===== config.mk =====
export PLATFORM = sky130hd
export DESIGN_NAME = input_periph
export DESIGN_NICKNAME = d
export VERILOG_FILES = /design/src/rtl/lsu_pkg.sv /design/src/rtl/key_debounce.sv /design/src/rtl/input_periph.sv
export SDC_FILE = /design/constraint.sdc
export NUM_CORES = 1
export LEC_CHECK = 0
export ABC_AREA = 1
export CORE_MARGIN = 5
export CORE_UTILIZATION = 35
export DETAILED_ROUTE_END_ITERATION = 6
export PLACE_DENSITY = 0.74
export SLEW_MARGIN = 20
export SYNTH_ARGS = -nofsm -noshare
export SYNTH_HDL_FRONTEND = slang
export SYNTH_SLANG_ARGS = --single-unit

===== constraint.sdc =====
create_clock -name clk_i -period 1.85 [get_ports clk_i]
set_input_delay 0.555 -clock clk_i [delete_from_list [all_inputs] [get_ports clk_i]]
set_output_delay 0.555 -clock clk_i [all_outputs]
set_load 0.02 [all_outputs]

===== src/rtl/lsu_pkg.sv =====
// lsu_pkg: LSU constants shared by the input-peripheral window and the LSU address decoder.
// Defining INPUT_PERIPH_DEBOUNCE_EN turns on per-key debouncing.
package lsu_pkg;
  typedef enum logic [1:0] {RD_SW, RD_KEY, RD_EDGE, RD_NONE} rd_sel_t;
  localparam logic [3:0] OFF_SW = 4'h0;
  localparam logic [3:0] OFF_KEY = 4'h4;
  localparam logic [3:0] OFF_EDGE = 4'h8;
  localparam int NKEY = 4;
  localparam logic [31:0] INPUT_PERIPH_BASE = 32'h0000_FF00;
`ifdef INPUT_PERIPH_DEBOUNCE_EN
  localparam bit DEBOUNCE_EN = 1'b1;
`else
  localparam bit DEBOUNCE_EN = 1'b0;
`endif
  function automatic rd_sel_t rd_sel(input logic [3:0] off);
    return rd_sel_t'(off[3:2]);
  endfunction
endpackage


===== src/rtl/key_debounce.sv =====
// key_debounce: one key's debounced state and rising-edge pulse.
// The counter is only built when INPUT_PERIPH_DEBOUNCE_EN is defined.
module key_debounce import lsu_pkg::*; #(
  parameter int CYCLES = 250000
) (
  input  logic clk_i,
  input  logic rst_i,
  input  logic pressed_i,
  output logic db_o,
  output logic rise_o
);
  logic db_next;
  if (DEBOUNCE_EN && CYCLES > 0) begin : g_cnt
    localparam int CW = $clog2(CYCLES + 1);
    logic [CW-1:0] cnt;
    logic done;
    assign done = cnt == CW'(CYCLES - 1);
    // Count stops at CYCLES-1: the state flips there and the counter clears, so it never wraps
    always_ff @(posedge clk_i or posedge rst_i)
      if (rst_i) cnt <= '0;
      else cnt <= (pressed_i == db_o || done) ? '0 : cnt + CW'(1);
    assign db_next = (done && pressed_i != db_o) ? pressed_i : db_o;
  end else begin : g_raw
    assign db_next = pressed_i;
  end
  always_ff @(posedge clk_i or posedge rst_i)
    if (rst_i) db_o <= 1'b0;
    else db_o <= db_next;
  assign rise_o = db_next & ~db_o;
endmodule


===== src/rtl/input_periph.sv =====
// input_periph: synchronized switches, debounced keys and W1C key-press edge bits on the LSU load path.
// Key debouncing is enabled by INPUT_PERIPH_DEBOUNCE_EN.
module input_periph import lsu_pkg::*; #(
  parameter int DEBOUNCE_CYCLES = 250000,
  parameter int SW_W = 10
) (
  input  logic            clk_i,
  input  logic            rst_i,
  input  logic [SW_W-1:0] sw_i,
  input  logic [3:0]      key_ni,
  input  logic [3:0]      addr_i,
  input  logic            st_en_i,
  input  logic [31:0]     st_data_i,
  output logic [31:0]     input_periph_o
);
  logic [SW_W-1:0] sw_s1, sw_s2;
  logic [NKEY-1:0] key_s1, key_s2, pressed, db, rise, arm, arm_eff, clr, edges;
  logic [1:0] live;
  logic unused;
  // live marks when the synchronizer holds real samples; arm blocks edges for keys held through reset
  always_ff @(posedge clk_i or posedge rst_i)
    if (rst_i) begin
      sw_s1 <= '0;
      sw_s2 <= '0;
      key_s1 <= '1;
      key_s2 <= '1;
      live <= '0;
      arm <= '0;
      edges <= '0;
    end else begin
      sw_s1 <= sw_i;
      sw_s2 <= sw_s1;
      key_s1 <= key_ni;
      key_s2 <= key_s1;
      live <= {live[0], 1'b1};
      arm <= arm_eff;
      edges <= (edges & ~clr) | (rise & arm_eff);
    end
  assign pressed = ~key_s2;
  assign arm_eff = arm | ({NKEY{live[1]}} & ~pressed);
  assign clr = (st_en_i && rd_sel(addr_i) == RD_EDGE) ? st_data_i[NKEY-1:0] : '0;
  assign unused = ^{addr_i[1:0], st_data_i[31:NKEY]};
  for (genvar k = 0; k < NKEY; k++) begin : g_key
    key_debounce #(.CYCLES(DEBOUNCE_CYCLES)) u_key (
      .clk_i(clk_i),
      .rst_i(rst_i),
      .pressed_i(pressed[k]),
      .db_o(db[k]),
      .rise_o(rise[k])
    );
  end
  always_comb
    input_periph_o = rd_sel(addr_i) == RD_SW   ? 32'(sw_s2) :
                     rd_sel(addr_i) == RD_KEY  ? 32'(db) :
                     rd_sel(addr_i) == RD_EDGE ? 32'(edges) : 32'b0;
endmodule


Yosys cells after proc, flatten, opt, wreduce, memory -nomap -nowiden
Cells that the tools add are included.
{"block": "word_totals", "n_memories": 0, "elab_cells": 35, "latch_bits": 0, "out_inout_bits": 32, "regBits": 42, "ram_bits": 0, "mem_bits_ro": 0}
{"block": "op_classes", "n_lt_le_gt_ge": 0, "addsub": 0, "reduce_logical": 2, "n_shift": 0, "n_mux": 4, "n_eq_ne": 2, "n_div": 0, "multipliers": 0, "bitwise": 16}
{"operator": "AND 4 bit", "count": 3}
{"operator": "2-to-1 mux 4 bit", "count": 3}
{"operator": "inverter 4 bit", "count": 3}
{"operator": "2-to-1 mux 10 bit", "count": 1}
{"operator": "bitwise OR 4 bit", "count": 2}
{"operator": "AND 1 bit", "count": 4}
{"operator": "inverter 1 bit", "count": 4}
{"operator": "== test 2 x 1 -> 1 bit (second input constant)", "count": 1}
{"operator": "== test 2 bit (second input constant)", "count": 1}
{"operator": "zero test 2 bit", "count": 1}
{"operator": "logical AND 1 bit", "count": 1}

Logic depth before layout (Yosys ltp)
{"block": "logic_depth", "ltp_word": 6, "mapped_depth": 4, "mapped_depth_nobuf": 4}

By module
Synthesis repeated with hierarchy kept, for this count alone.
{"block": "unflattened", "cells_unflattened": 144, "hier_area_um2": 1571.5}
{"module": "input_periph", "area_each_um2": 1416.4, "n_inst": 1, "cells_each": 128}
{"module": "key_debounce", "area_each_um2": 38.8, "n_inst": 4, "cells_each": 4}

Least setup slack after synthesis
OpenSTA, ideal clock, no wires.
{"block": "synth_timing", "path_type": "in2out", "from": "in addr_i[2]", "to": "out input_periph_o[4]", "arrival_time_ns": 1.036, "required_time_ns": 1.295, "cell_stages": 3, "n_path_buf": 0, "path_slack_ns": 0.259, "path_cell_list": "nor2_4 > inv_2 > nor2_1"}
{"block": "synth_between", "elab_chain_len": 2}
{"item": "start, declared", "line": "input_periph.sv:11", "source": "input logic [3:0] addr_i,"}
{"item": "zero test 2 bit", "line": "input_periph.sv:53", "source": "input_periph_o = rd_sel(addr_i) == RD_SW ? 32'(sw_s2) :"}
{"item": "2-to-1 mux 10 bit", "line": "input_periph.sv:53"}
{"item": "end, declared", "line": "input_periph.sv:14", "source": "output logic [31:0] input_periph_o"}
No other way between the ends.

Final worst setup path
{"block": "layout_timing", "from": "in addr_i[2]", "to": "out input_periph_o[6]"}
Same word-level chain as after synthesis.

==> impl_metrics.toml <==
[status]
outcome = "finished clean"

[setup_path]
reg2reg_depth = 3
cpPeakStageDelay_ns = 0.16
startpoint = "addr_i[2]"
r2r_slack_ns = 1.04
worstPathArrival_ns = 1.26
crit_slowest_cell = "nor2_4"
reg2reg_to = "edges[0]"
critPathMaxFanout = 6
required_ns = 1.29
path_class = "in -> out"
startpoint_type = "input pin"
cp-end-kind = "output port"
endpoint = "input_periph_o[6]"
cp_cell_sequence = "buf_2 -> buf_6 -> nor2_4 -> inv_4 -> nor2_1 -> buf_4"
rr_startpoint = "key_s2[0]"

[power_and_ir_drop]
total_power_mw = 2.06
power_density_mw_per_mm2 = 1020
p_leak_nw = 0.987
irDropWorstVdd_mv = 0.814

[placement]
hpwl_um = 1920
portBuffers = 32
preCtsSetupSlack_ns = -0.816
place.gp.congestion = 0.786
placed_cells = 215

[synthesis]
syn_area_mm2 = 0.00152
yosysSeqAreaShare_pct = 69.8
synth_fa_ha_area_share_pct = 0
syn_inst = 128
synthDistinctLibCells = 13
synth_xor_xnor_area_share_pct = 0
synth_top_family_by_area = "buffers and inverters"
yosys_warnings = 0
synth-simple-area-share_pct = 13.2
syn_avg_cell_area_um2 = 11.9
muxShareOfSynthArea_pct = 0
ys_ff_latch = 42
synth_compound_area_share_pct = 1.98

[timing]
skew_ns = 0.00366
fin_crit_ns = 1.81
rsz0062_at_grt = "true"
finalSetupViolations = 0
hold_viol = 0
maxClockFrequency_ghz = 0.552
worst_slack_ns = 0.0368
whs_ns = 0.349
period_share_pct = 98.0
slew_viol_final = 0

[drt]
drt_iter0_drc = 17
drc = 0
ant_nets = 0
dr_total_vias = 904
routedWlPerCell_um = 10.9
routed_wl_um = 2470
firstDrtPassIters = 3
drt-vias-per-instance = 4.00

[final_layout]
layout_common_cells = "34 x dfrtp_1, 23 x conb_1, 20 x clkdlybuf4s50_1"
syn_to_final_growth_pct = 32.8
drive_above_1_share_pct = 25.3
nNetsFinal = 226
utilization_pct = 47.0
final-seq-area_mm2 = 0.00106
fin_cells = 226
n_fill_cell = 385
multi_input_area_um2 = 334
layout_commonest_cell = "dfrtp_1"
num_antenna_cells = 0

[global_routing]
grt_pass1_wl_um = 4140
grt_pass1_vias = 885
gr-total-overflow = 0
antenna_found_initial = 0
grt_max_degree = 25
gr-usage-all-layers_pct = 9.13

[min_path]
hold_path_startpoint = "sw_s1[8]"
worstHoldPathCells = 0
hold_class = "reg -> reg"

[clock_tree]
hold_buffers = 0
htreeDepth = 2
cts_root_buffer = "clkbuf_8"
cts.sinks = 42
cts_buffers = 5
clk_latency_ns = 0.29
path_clk_slew_ns = 0.07
cts_tree = "done"
clock_path_buffers = 2

[die]
ios = 85
coreArea_mm2 = 0.00429
start_util_pct = 35.4
dieHeight_um = 75.9
rows = 24
dieArea_mm2 = 0.00576
die_w_um = 75.9

[flow_run]
maxCapViolations = 0
==> worst min path at each step <==
stage / end / slack (ns)
after CTS: sw_s2[8] / 0.35
after global placement: sw_s2[9] / 0.33
after global routing: sw_s2[8] / 0.36
final: sw_s2[8] / 0.35
after detailed placement: sw_s2[0] / 0.33
after floorplan: live[1] / 0.33
==> per-layer routing <==
layer / global-route usage [%] / up-vias / share of wire (%)
li1: - / 434 / -
met1: 10.2 / 421 / 39
met2: 14.8 / 43 / 48
met3: 3.67 / 6 / 10
met4: 4.80 / 0 / 2.3
met5: 0 / - / 0
==> logic make-up after synthesis <==
family	count (synthesis)
AND/OR/NAND/NOR	43
flip-flops	42
buffers and inverters	37
AO/OA/AOI/OAI	4
other	2
==> where the power goes <==
| part | switching [mW] | internal, mW | total (mW) |
|---|---|---|---|
| Combinational | 0.127 | 0.0895 | 0.217 |
| Clock | 0.283 | 0.575 | 0.858 |
| Sequential | 0.0169 | 0.971 | 0.988 |
==> through the flow <==
| step | area (um^2) | TNS (ns) |
|---|---|---|
| after floorplan | 1600 | 0 |
| after global placement | 1850 | -7.73 |
| after detailed placement | 1850 | -7.94 |
| after CTS | 2000 | 0 |
| after global routing | 2020 | -0.0697 |
| final | 2020 | 0 |
==> sequential cells by signal (all words and copies together) (netlist names) <==
signal            cells
edges                 4
arm                   4
sw_s1                10
live                  2
key_s2                4
g_key.u_key.db_o      4
sw_s2                10
key_s1                4
==> worst max-delay path: cells and delay by family <==
family	cells	cell delay, ns
buf+inv	4	0.44
simple gates	2	0.25
==> cell usage after synthesis <==
| cell | number | area (um^2) |
|---|---|---|
| dfrtp_1 | 34 | 851 |
| buf_4 | 22 | 165 |
| nand2_1 | 19 | 71.3 |
| inv_1 | 12 | 45.0 |
| nor2_1 | 9 | 33.8 |
| dfstp_2 | 8 | 210 |
| nand3_1 | 8 | 40.0 |
| nand4_1 | 4 | 25.0 |
| o21bai_1 | 4 | 30.0 |
| inv_2 | 3 | 11.3 |
| conb_1 | 2 | 7.51 |
| nor2_4 | 2 | 22.5 |
| nand3b_1 | 1 | 7.51 |
==> what timing repair did <==
item	4_1_cts	5_1_grt
hold endpoints to repair	0	0
buffers inserted	3	0
pin swaps	2	3
gates resized for setup	62	6
endpoints found under the setup margin	10	9
==> final cells by class <==
cell class	count	share of cell area (%)
clock inverter	2	2.98
clock buffer	6	4.09
inverter	15	2.91
sequential	42	52.6
tap	52	3.22
timing repair buffer	39	17.7
multi-input combinational	70	16.6
No activity file was read; power rests on OpenSTA's default activity.
